**config.mk**
```make
export PLATFORM = sky130hd
export DESIGN_NAME = adc_word_receiver
export DESIGN_NICKNAME = d
export VERILOG_FILES = /design/src/rtl/adc_link_pkg.sv /design/src/rtl/rx_bit_timer.sv /design/src/rtl/adc_word_receiver.sv
export SDC_FILE = /design/constraint.sdc
export NUM_CORES = 1
export LEC_CHECK = 0
export ABC_CLOCK_PERIOD_IN_PS = 1600
export CAP_MARGIN = 40
export CORE_MARGIN = 4
export CORE_UTILIZATION = 40
export DETAILED_ROUTE_END_ITERATION = 10
export GPL_ROUTABILITY_DRIVEN = 0
export PLACE_DENSITY = 0.71
export REMOVE_ABC_BUFFERS = 1
export SLEW_MARGIN = 40
export SYNTH_ARGS = -nofsm -noshare
export SYNTH_HDL_FRONTEND = slang
export SYNTH_SLANG_ARGS = --single-unit
```
**constraint.sdc**
```tcl
create_clock -name clk -period 1.6 [get_ports clk]
set_input_delay 0.48 -clock clk [delete_from_list [all_inputs] [get_ports clk]]
set_output_delay 0.48 -clock clk [all_outputs]
set_load 0.01 [all_outputs]
```
**src/rtl/adc_link_pkg.sv**
```systemverilog
// rtl/adc_link_pkg.sv - shared ADC link widths, band labels and label classification
package adc_link_pkg;

    localparam int FRAME_PAYLOAD_W = 12;
    localparam int FREQ_W          = 6;
    localparam int AMP_W           = 4;
    localparam int LABEL_W         = 2;

    localparam logic [LABEL_W-1:0] LBL_LOW  = 2'b00;
    localparam logic [LABEL_W-1:0] LBL_MID  = 2'b01;
    localparam logic [LABEL_W-1:0] LBL_HIGH = 2'b10;
    localparam logic [LABEL_W-1:0] LBL_OOR  = 2'b11;

    localparam int DEF_LOW_MAX = 10;
    localparam int DEF_MID_MAX = 28;

    typedef enum logic [2:0] {
        RX_IDLE,
        RX_START,
        RX_DATA,
        RX_PARITY,
        RX_STOP,
        RX_WAIT_IDLE
    } rx_state_t;

    // Band a transmitter should attach to a frequency; freq 0 is never a real tone.
    function automatic logic [LABEL_W-1:0] expected_label(input logic [FREQ_W-1:0] freq,
                                                          input int low_max,
                                                          input int mid_max);
        logic [LABEL_W-1:0] lbl;
        if (freq == '0)
            lbl = LBL_OOR;
        else if (int'(freq) <= low_max)
            lbl = LBL_LOW;
        else if (int'(freq) <= mid_max)
            lbl = LBL_MID;
        else
            lbl = LBL_HIGH;
        return lbl;
    endfunction

endpackage

```
**src/rtl/rx_bit_timer.sv**
```systemverilog
// rtl/rx_bit_timer.sv - rx line synchroniser and bit-period counter with mid-bit strobe
module rx_bit_timer #(
    parameter int CLKS_PER_BIT = 16
) (
    input  logic clk,
    input  logic reset,
    input  logic rx_in,
    input  logic run,
    input  logic half_period,
    output logic rx_sync,
    output logic mid_sample
);

    localparam int CNT_W = $clog2(CLKS_PER_BIT);
    localparam logic [CNT_W-1:0] FULL_LAST = CNT_W'(CLKS_PER_BIT - 1);
    localparam logic [CNT_W-1:0] HALF_LAST = CNT_W'(CLKS_PER_BIT / 2 - 1);

    logic             rx_meta;
    logic [CNT_W-1:0] cnt;

    // Line presets to idle-high so a reset never looks like a start bit.
    always_ff @(posedge clk) begin
        if (reset) begin
            rx_meta <= 1'b1;
            rx_sync <= 1'b1;
        end else begin
            rx_meta <= rx_in;
            rx_sync <= rx_meta;
        end
    end

    // The half-period strobe during the start bit re-aligns every later strobe to mid-bit.
    always_comb begin
        mid_sample = run && (cnt == (half_period ? HALF_LAST : FULL_LAST));
    end

    always_ff @(posedge clk) begin
        if (reset || !run || mid_sample)
            cnt <= '0;
        else
            cnt <= cnt + CNT_W'(1);
    end

endmodule

```
**src/rtl/adc_word_receiver.sv**
```systemverilog
// rtl/adc_word_receiver.sv - serial ADC word receiver with framing/parity/label checks
module adc_word_receiver
    import adc_link_pkg::*;
#(
    parameter int CLKS_PER_BIT = 16,
    parameter int LOW_MAX      = DEF_LOW_MAX,
    parameter int MID_MAX      = DEF_MID_MAX
) (
    input  logic               clk,
    input  logic               reset,
    input  logic               rx_in,
    output logic [FREQ_W-1:0]  freq_out,
    output logic [AMP_W-1:0]   amp_out,
    output logic [LABEL_W-1:0] label_out,
    output logic               label_err,
    output logic               out_valid,
    input  logic               out_ready,
    output logic               frame_err,
    output logic               overrun
);

    rx_state_t                  state, state_nxt;
    logic [3:0]                 bit_cnt;
    logic [FRAME_PAYLOAD_W-1:0] shift_reg;
    logic                       parity_ok;
    logic                       rx_sync, mid_sample, timer_run, timer_half;
    logic                       frame_done, frame_good, load_word;
    logic [FREQ_W-1:0]          rx_freq;
    logic [AMP_W-1:0]           rx_amp;
    logic [LABEL_W-1:0]         rx_label;

    rx_bit_timer #(.CLKS_PER_BIT(CLKS_PER_BIT)) u_timer (
        .clk         (clk),
        .reset       (reset),
        .rx_in       (rx_in),
        .run         (timer_run),
        .half_period (timer_half),
        .rx_sync     (rx_sync),
        .mid_sample  (mid_sample)
    );

    // Payload arrives LSB first, so after 12 right shifts amp[0] sits at bit 0.
    assign rx_amp   = shift_reg[AMP_W-1:0];
    assign rx_freq  = shift_reg[AMP_W +: FREQ_W];
    assign rx_label = shift_reg[AMP_W+FREQ_W +: LABEL_W];

    always_ff @(posedge clk) begin
        if (reset)
            state <= RX_IDLE;
        else
            state <= state_nxt;
    end

    always_comb begin
        state_nxt  = state;
        timer_run  = (state != RX_IDLE) && (state != RX_WAIT_IDLE);
        timer_half = (state == RX_START);
        frame_done = 1'b0;
        frame_good = rx_sync && parity_ok;
        unique case (state)
            RX_IDLE:      if (!rx_sync) state_nxt = RX_START;
            RX_START:     if (mid_sample) state_nxt = rx_sync ? RX_IDLE : RX_DATA;
            RX_DATA:      if (mid_sample && bit_cnt == 4'(FRAME_PAYLOAD_W - 1)) state_nxt = RX_PARITY;
            RX_PARITY:    if (mid_sample) state_nxt = RX_STOP;
            RX_STOP: begin
                if (mid_sample) begin
                    frame_done = 1'b1;
                    state_nxt  = rx_sync ? RX_IDLE : RX_WAIT_IDLE;
                end
            end
            RX_WAIT_IDLE: if (rx_sync) state_nxt = RX_IDLE;
            default:      state_nxt = RX_IDLE;
        endcase
        load_word = frame_done && frame_good && (!out_valid || out_ready);
    end

    always_ff @(posedge clk) begin
        if (reset) begin
            bit_cnt   <= '0;
            shift_reg <= '0;
            parity_ok <= 1'b0;
        end else if (mid_sample) begin
            if (state == RX_START)
                bit_cnt <= '0;
            if (state == RX_DATA) begin
                shift_reg <= {rx_sync, shift_reg[FRAME_PAYLOAD_W-1:1]};
                bit_cnt   <= bit_cnt + 4'd1;
            end
            if (state == RX_PARITY)
                parity_ok <= ((^shift_reg) == rx_sync);
        end
    end

    // An accept on the same cycle as a load frees the slot, so that case loads without overrun.
    always_ff @(posedge clk) begin
        if (reset) begin
            freq_out  <= '0;
            amp_out   <= '0;
            label_out <= '0;
            label_err <= 1'b0;
            out_valid <= 1'b0;
            frame_err <= 1'b0;
            overrun   <= 1'b0;
        end else begin
            frame_err <= frame_done && !frame_good;
            overrun   <= frame_done && frame_good && !load_word;
            if (load_word) begin
                freq_out  <= rx_freq;
                amp_out   <= rx_amp;
                label_out <= rx_label;
                label_err <= (rx_label != expected_label(rx_freq, LOW_MAX, MID_MAX));
                out_valid <= 1'b1;
            end else if (out_valid && out_ready) begin
                out_valid <= 1'b0;
            end
        end
    end

endmodule
```
# Word-level counts from Yosys, hierarchy flattened
# Cells that the tools add are included.
# Widths: inputs -> output; s select.
dict set report totals {
  ff_bits 42
  input_bits 4
}
dict set report op_classes {
  add_sub_neg 2
  order_cmp 2
  eq_ne 16
  mux 21
  reduce_logical 26
}
# op n
set op_table {}
lappend op_table {{$mux 3} 7}
lappend op_table {{$pmux 3 s6} 1}
lappend op_table {{$mux 2} 6}
lappend op_table {{$mux 4} 3}
lappend op_table {{$reduce_xor 12->1} 1}
lappend op_table {{$ne 2x2->1 const B} 5}
lappend op_table {{$logic_and 1x1->1} 9}
lappend op_table {{$add 4x1->4 const B} 2}
lappend op_table {{$eq 3x2->1 const B} 2}
lappend op_table {{$eq 3x3->1 const B} 2}
lappend op_table {{$le 6x4->1 const B} 1}
lappend op_table {{$le 6x5->1 const B} 1}
lappend op_table {{$logic_not 6->1} 1}
lappend op_table {{$reduce_and 2->1} 3}
lappend op_table {{$reduce_and 6->1} 1}
lappend op_table {{$eq 4x4->1} 1}
lappend op_table {{$eq 4x4->1 const B} 1}
lappend op_table {{$logic_not 1->1} 4}
lappend op_table {{$mux 1} 4}
lappend op_table {{$reduce_bool 2->1} 2}
lappend op_table {{$eq 3x1->1 const B} 1}
lappend op_table {{$logic_not 3->1} 1}
lappend op_table {{$logic_or 1x1->1} 3}
lappend op_table {{$ne 3x3->1 const B} 1}
lappend op_table {{other kinds (4)} 4}

# Longest topological paths before layout
dict set report logic_depth {
  depth_word 11
  ltp_mapped 7
  mapped_depth_nobuf 7
}

# Hierarchy
# From an unflattened synthesis, not the netlist that was laid out.
dict set report unflattened {
  cells_unflattened 227
  hier_area_um2 2013.2
}
# mod instances cells_per_inst area_each_um2 seq_area_each_um2
set modules_own_cells {}
lappend modules_own_cells {adc_word_receiver 1 205 1794.2 720.7}
lappend modules_own_cells {rx_bit_timer 1 22 219.0 120.1}

# Least setup slack after synthesis
# Ideal clock, no wire load.
dict set report synth_timing {
  kind {register -> register}
  startpoint {reg shift_reg[5]}
  endpoint {reg parity_ok}
  setup_ps 128
  arrival_ps 1526
  path_slack_ps -53
  stages_incl_launch_ff 8
  period_less_slack_ps 1653
  path_cell_list {dfxtp_1 -> inv_1 -> ha_1 -> xnor2_1 -> xnor3_1 -> xnor2_1 -> mux2i_1 -> nor2_1}
}
dict set report synth_via {
  elab_chain_len 2
}
# item line
set synth_rtl {}
lappend synth_rtl {{start: declaration} adc_word_receiver.sv:24} ;# logic [FRAME_PAYLOAD_W-1:0] shift_reg;
lappend synth_rtl {{start signal: assignment} adc_word_receiver.sv:86} ;# shift_reg <= {rx_sync, shift_reg[FRAME_PAYLOAD_W-1:1]};
lappend synth_rtl {{$reduce_xor 12->1} adc_word_receiver.sv:90} ;# parity_ok <= ((^shift_reg) == rx_sync);
lappend synth_rtl {{$eq 1x1->1} adc_word_receiver.sv:90}
lappend synth_rtl {{end signal: assignment} adc_word_receiver.sv:90}
lappend synth_rtl {{end: declaration} adc_word_receiver.sv:25} ;# logic parity_ok;
# No other way between the ends.
# A chain may end at the register's enable or synchronous reset.

# Worst setup path in the final report
dict set report layout_timing {
  startpoint {reg shift_reg[6]}
  endpoint {reg parity_ok}
}
# The elaborated chain is that of the path after synthesis.

==> results.md <==
- Clock power share: 0.428
- CTS max path bufs: 2
- Prevailing post-synth register cell: dfxtp_1
- Synth Area in Adders: 0.0572
- Fin worst setup slack: 50.2 ps
- Outcome: finished, final reports clean
- Post-route cell area: 0.00260 sq mm
- Hold Buf Count CTS: 0
- Largest fanout on the critical path: 2
- Levels on crit path: 7
- Static leakage: 1.01 nW
- Top delay family on crit path: XOR/XNOR gates
- Cell Area, Synth: 0.00197 sq mm
- Max Fclk: 645 MHz
- End point of the critical path: parity_ok$_SDFFE_PP0P_
- CP Capture Type: flip-flop
- Syn Inst Count: 220
- Final period util: 0.969
- Initial antenna violation count: 0
- NetSw: 0.394 mW
- Starting Density: 0.414
- Share of post-route cells with drive strength above 1: 0.257
- Remaining routing DRC violations: 0
- Die height: 78.1 microns
- Final Setup Violations: 0
- RSZ-0062 raised after global routing: true
- Area added between synthesis and finish: 32.0%
- Length in cells of the worst reg-to-reg path: 7
- Die footprint: 0.00611 sq mm
- Critical path buffers and inverters: 1
- Tightest Pin Transition: 383 ps
- Max reg flops: 12
- Clock Skew: 13.2 ps
- Req. time, crit path: 1790 ps
- Post-route ant nets: 0
- Critical path startpoint category: flip-flop
- EDFF count, synth: 0
- Worst Path Arrival: 1740 ps
- Largest family of logic cells by synthesized area: simple AND/OR/NAND/NOR gates
- Met1 Resource Use GR: 0.148
- Routed vias/inst: 4.83
- Worst hold slack: 413 ps
- Hold Path Depth: 1
- Clock Latency Late Sink: 300 ps
- Multiplexer share of the synthesized area: 0.0718
- Register area share after synthesis: 0.427
- Fillers: 449
- Avg Inst Size Synth: 8.95 sq um
- Die X: 78.1 microns
- Nets: 269
- Placed cell area: 0.00238 sq mm
- Total iterations of the first detailed-routing run: 4
- Num rows: 25
- Met3 Use GR: 0.0493
- Peak supply drop: 0.483 mV
- Capturing point of the worst reg2reg path: parity_ok$_SDFFE_PP0P_
- Combinational share of power: 0.031
- Crit-path slowest cell: xnor3_1
- Synth warn: 0
- Ant diodes: 0
- Reg2reg setup slack: 50 ps
- Core box area: 0.00475 sq mm
- Post-synth ARST share: 0
- CTS tree: done
- M2 GR Usage: 0.233
- Worst-path cell chain: inv_2 > ha_4 > xnor2_2 > xnor3_1 > xnor2_1 > mux2i_1 > nor2_1
- Largest net degree at the start of global routing: 23
- Setup slack after placement: -222 ps
- Crit path from: shift_reg[6]$_SDFFE_PP0P_
- Via Count: 1566
- Internal: 1.54 mW
- Total CTS buffers: 5
- #FFs+latches synth: 42
- GRT Util Overall: 0.134
- Fin. max-slew vios: 0
- R2R Path Start: shift_reg[6]$_SDFFE_PP0P_
- H-Tree Depth: 2
- Number of global-route vias before repair: 1487
- Busiest metal layer after global routing: met2
- Sequential Power Share: 0.541
- Global-route wire length before repair: 6510 microns
- Min-Delay Path Class: flip-flop to flip-flop
- Clock transition at the registers of the reported paths: 80 ps
- Tmin final: 1550 ps
- Util after Layout: 0.547
- Root Driver: clkbuf_8
- Synth unique cells: 42
- Relative slew slack: 0.742
- Port bufs: 19
- Final hold violations: 0
- Crit-path max cell delay: 350 ps
- Max cap viols: 0
- WL/cell: 11.6 microns
- Post-Synth XOR/XNOR Area: 0.0559
- Final wirelength: 3770 microns
- Top-level I/O count: 20
- Sw Ratio: 0.204
- Synth Area in Simple Gates: 0.229
- Compound-Gate Fraction of Synth Area: 0.109
- DR iter-0 viols: 71
- GR Overflow Total: 0
- Pwr/cell area: 745 mW/mm^2
- Count of clock tree sinks: 42
- HPWL after DPL: 2640 microns
- Setup CP Type: flip-flop to flip-flop
stage by stage:
step	setup TNS (ps)	std cells	power (mW)
final	0	324	1.94
after global routing	-61.8	324	2.02
after CTS	-53.4	323	1.97
after detailed placement	-2930	315	1.13
after global placement	-2520	315	1.13
after floorplan	-2400	207	1.09
logic make-up (layout without fill, tap and decap cells):
logic type | after synthesis | after routing
buf+inv | 21 | 58
fa+ha+maj | 9 | 9
simple gates | 86 | 86
xor+xnor | 11 | 11
mux | 14 | 14
flops | 42 | 42
compound gates | 37 | 37
worst min-delay path by stage:
stage	start	slack, ps	endpoint
detailed placement	u_timer.rx_meta$_SDFF_PP1_	400	u_timer.rx_sync$_SDFF_PP1_
CTS	u_timer.rx_meta$_SDFF_PP1_	410	u_timer.rx_sync$_SDFF_PP1_
floorplan	u_timer.rx_meta$_SDFF_PP1_	390	u_timer.rx_sync$_SDFF_PP1_
global placement	u_timer.rx_meta$_SDFF_PP1_	400	u_timer.rx_sync$_SDFF_PP1_
global route	u_timer.rx_meta$_SDFF_PP1_	450	u_timer.rx_sync$_SDFF_PP1_
finish	u_timer.rx_meta$_SDFF_PP1_	410	u_timer.rx_sync$_SDFF_PP1_
cell usage after synthesis (all sizes together), types with 2 or more instances:
library cell | instances | area, sq um
a21oi | 19 | 95.1
a31oi | 2 | 12.5
and2 | 2 | 12.5
and2b | 2 | 17.5
and3 | 3 | 18.8
and3b | 2 | 18.8
buf | 5 | 37.5
clkbuf | 8 | 30.0
dfxtp | 42 | 841
ha | 9 | 113
inv | 8 | 30.0
mux2i | 13 | 130
nand2 | 30 | 113
nand3 | 3 | 15.0
nand3b | 3 | 22.5
nand4 | 3 | 33.8
nor2 | 25 | 93.8
nor3b | 7 | 63.8
nor4 | 2 | 12.5
o21ai | 7 | 35.0
or2 | 2 | 12.5
xnor2 | 8 | 70.1
xor2 | 2 | 17.5
metal layers:
layer / wire [microns] / share of wire / vias to the layer above
li1: - / - / 817
met2: 1860 / 0.49 / 23
met3: 154 / 0.041 / 8
met1: 1680 / 0.45 / 718
met4: 73 / 0.019 / 0
met5: 0 / 0 / -
power groups by stage:
stage	clock network, mW	registers, mW	logic [mW]
final	0.829	1.05	0.0591
after global routing	0.900	1.05	0.0665
after CTS	0.857	1.05	0.0596
after detailed placement	0	1.08	0.0592
after global placement	0	1.08	0.0587
after floorplan	0	1.08	0.0164
worst register-to-register path, cell delays in order (launching register included):
cell and delay [ps]:
dfxtp_2 340, inv_2 50, ha_4 240, xnor2_2 130
xnor3_1 350, xnor2_1 140, mux2i_1 120, nor2_1 50
area by class of cell:
cell class                      instances  area (sq um)  share of cell area
Clock buffer                            6          72.6              0.0279
Clock inverter                          2          37.5              0.0144
Inverter                                8          30.0              0.0116
Multi-Input combinational cell        157          1140               0.439
Sequential cell                        42           855               0.329
Tap cell                               67          83.8              0.0323
Timing Repair Buffer                   42           380               0.146
cell usage in the layout (no fill, tap or decap), types with 2 or more instances in the layout:
cell / count
nand2_1: 30
mux2i_1: 13
ha_4: 3
dfxtp_1: 35
ha_2: 3
nor3b_1: 4
inv_1: 4
ha_1: 3
nand3_1: 3
dfxtp_2: 5
xor2_1: 2
dlygate4sd2_1: 16
buf_4: 20
a21oi_1: 18
nand3b_1: 3
dfxtp_4: 2
o21ai_0: 6
nor3b_2: 2
nand4_1: 2
buf_12: 3
clkdlybuf4s50_1: 3
xnor2_2: 2
clkbuf_8: 5
and3_1: 2
inv_2: 4
nor2_1: 25
xnor2_1: 6
or2_2: 2
timing repair:
action	CTS	global route
endpoints found under the hold margin	0	0
gates resized for setup	25	25
setup buffers	0	1
gates cloned	0	0
endpoints found under the setup margin	24	26
pin swaps	2	10
Power figures use the tool's default switching activity.
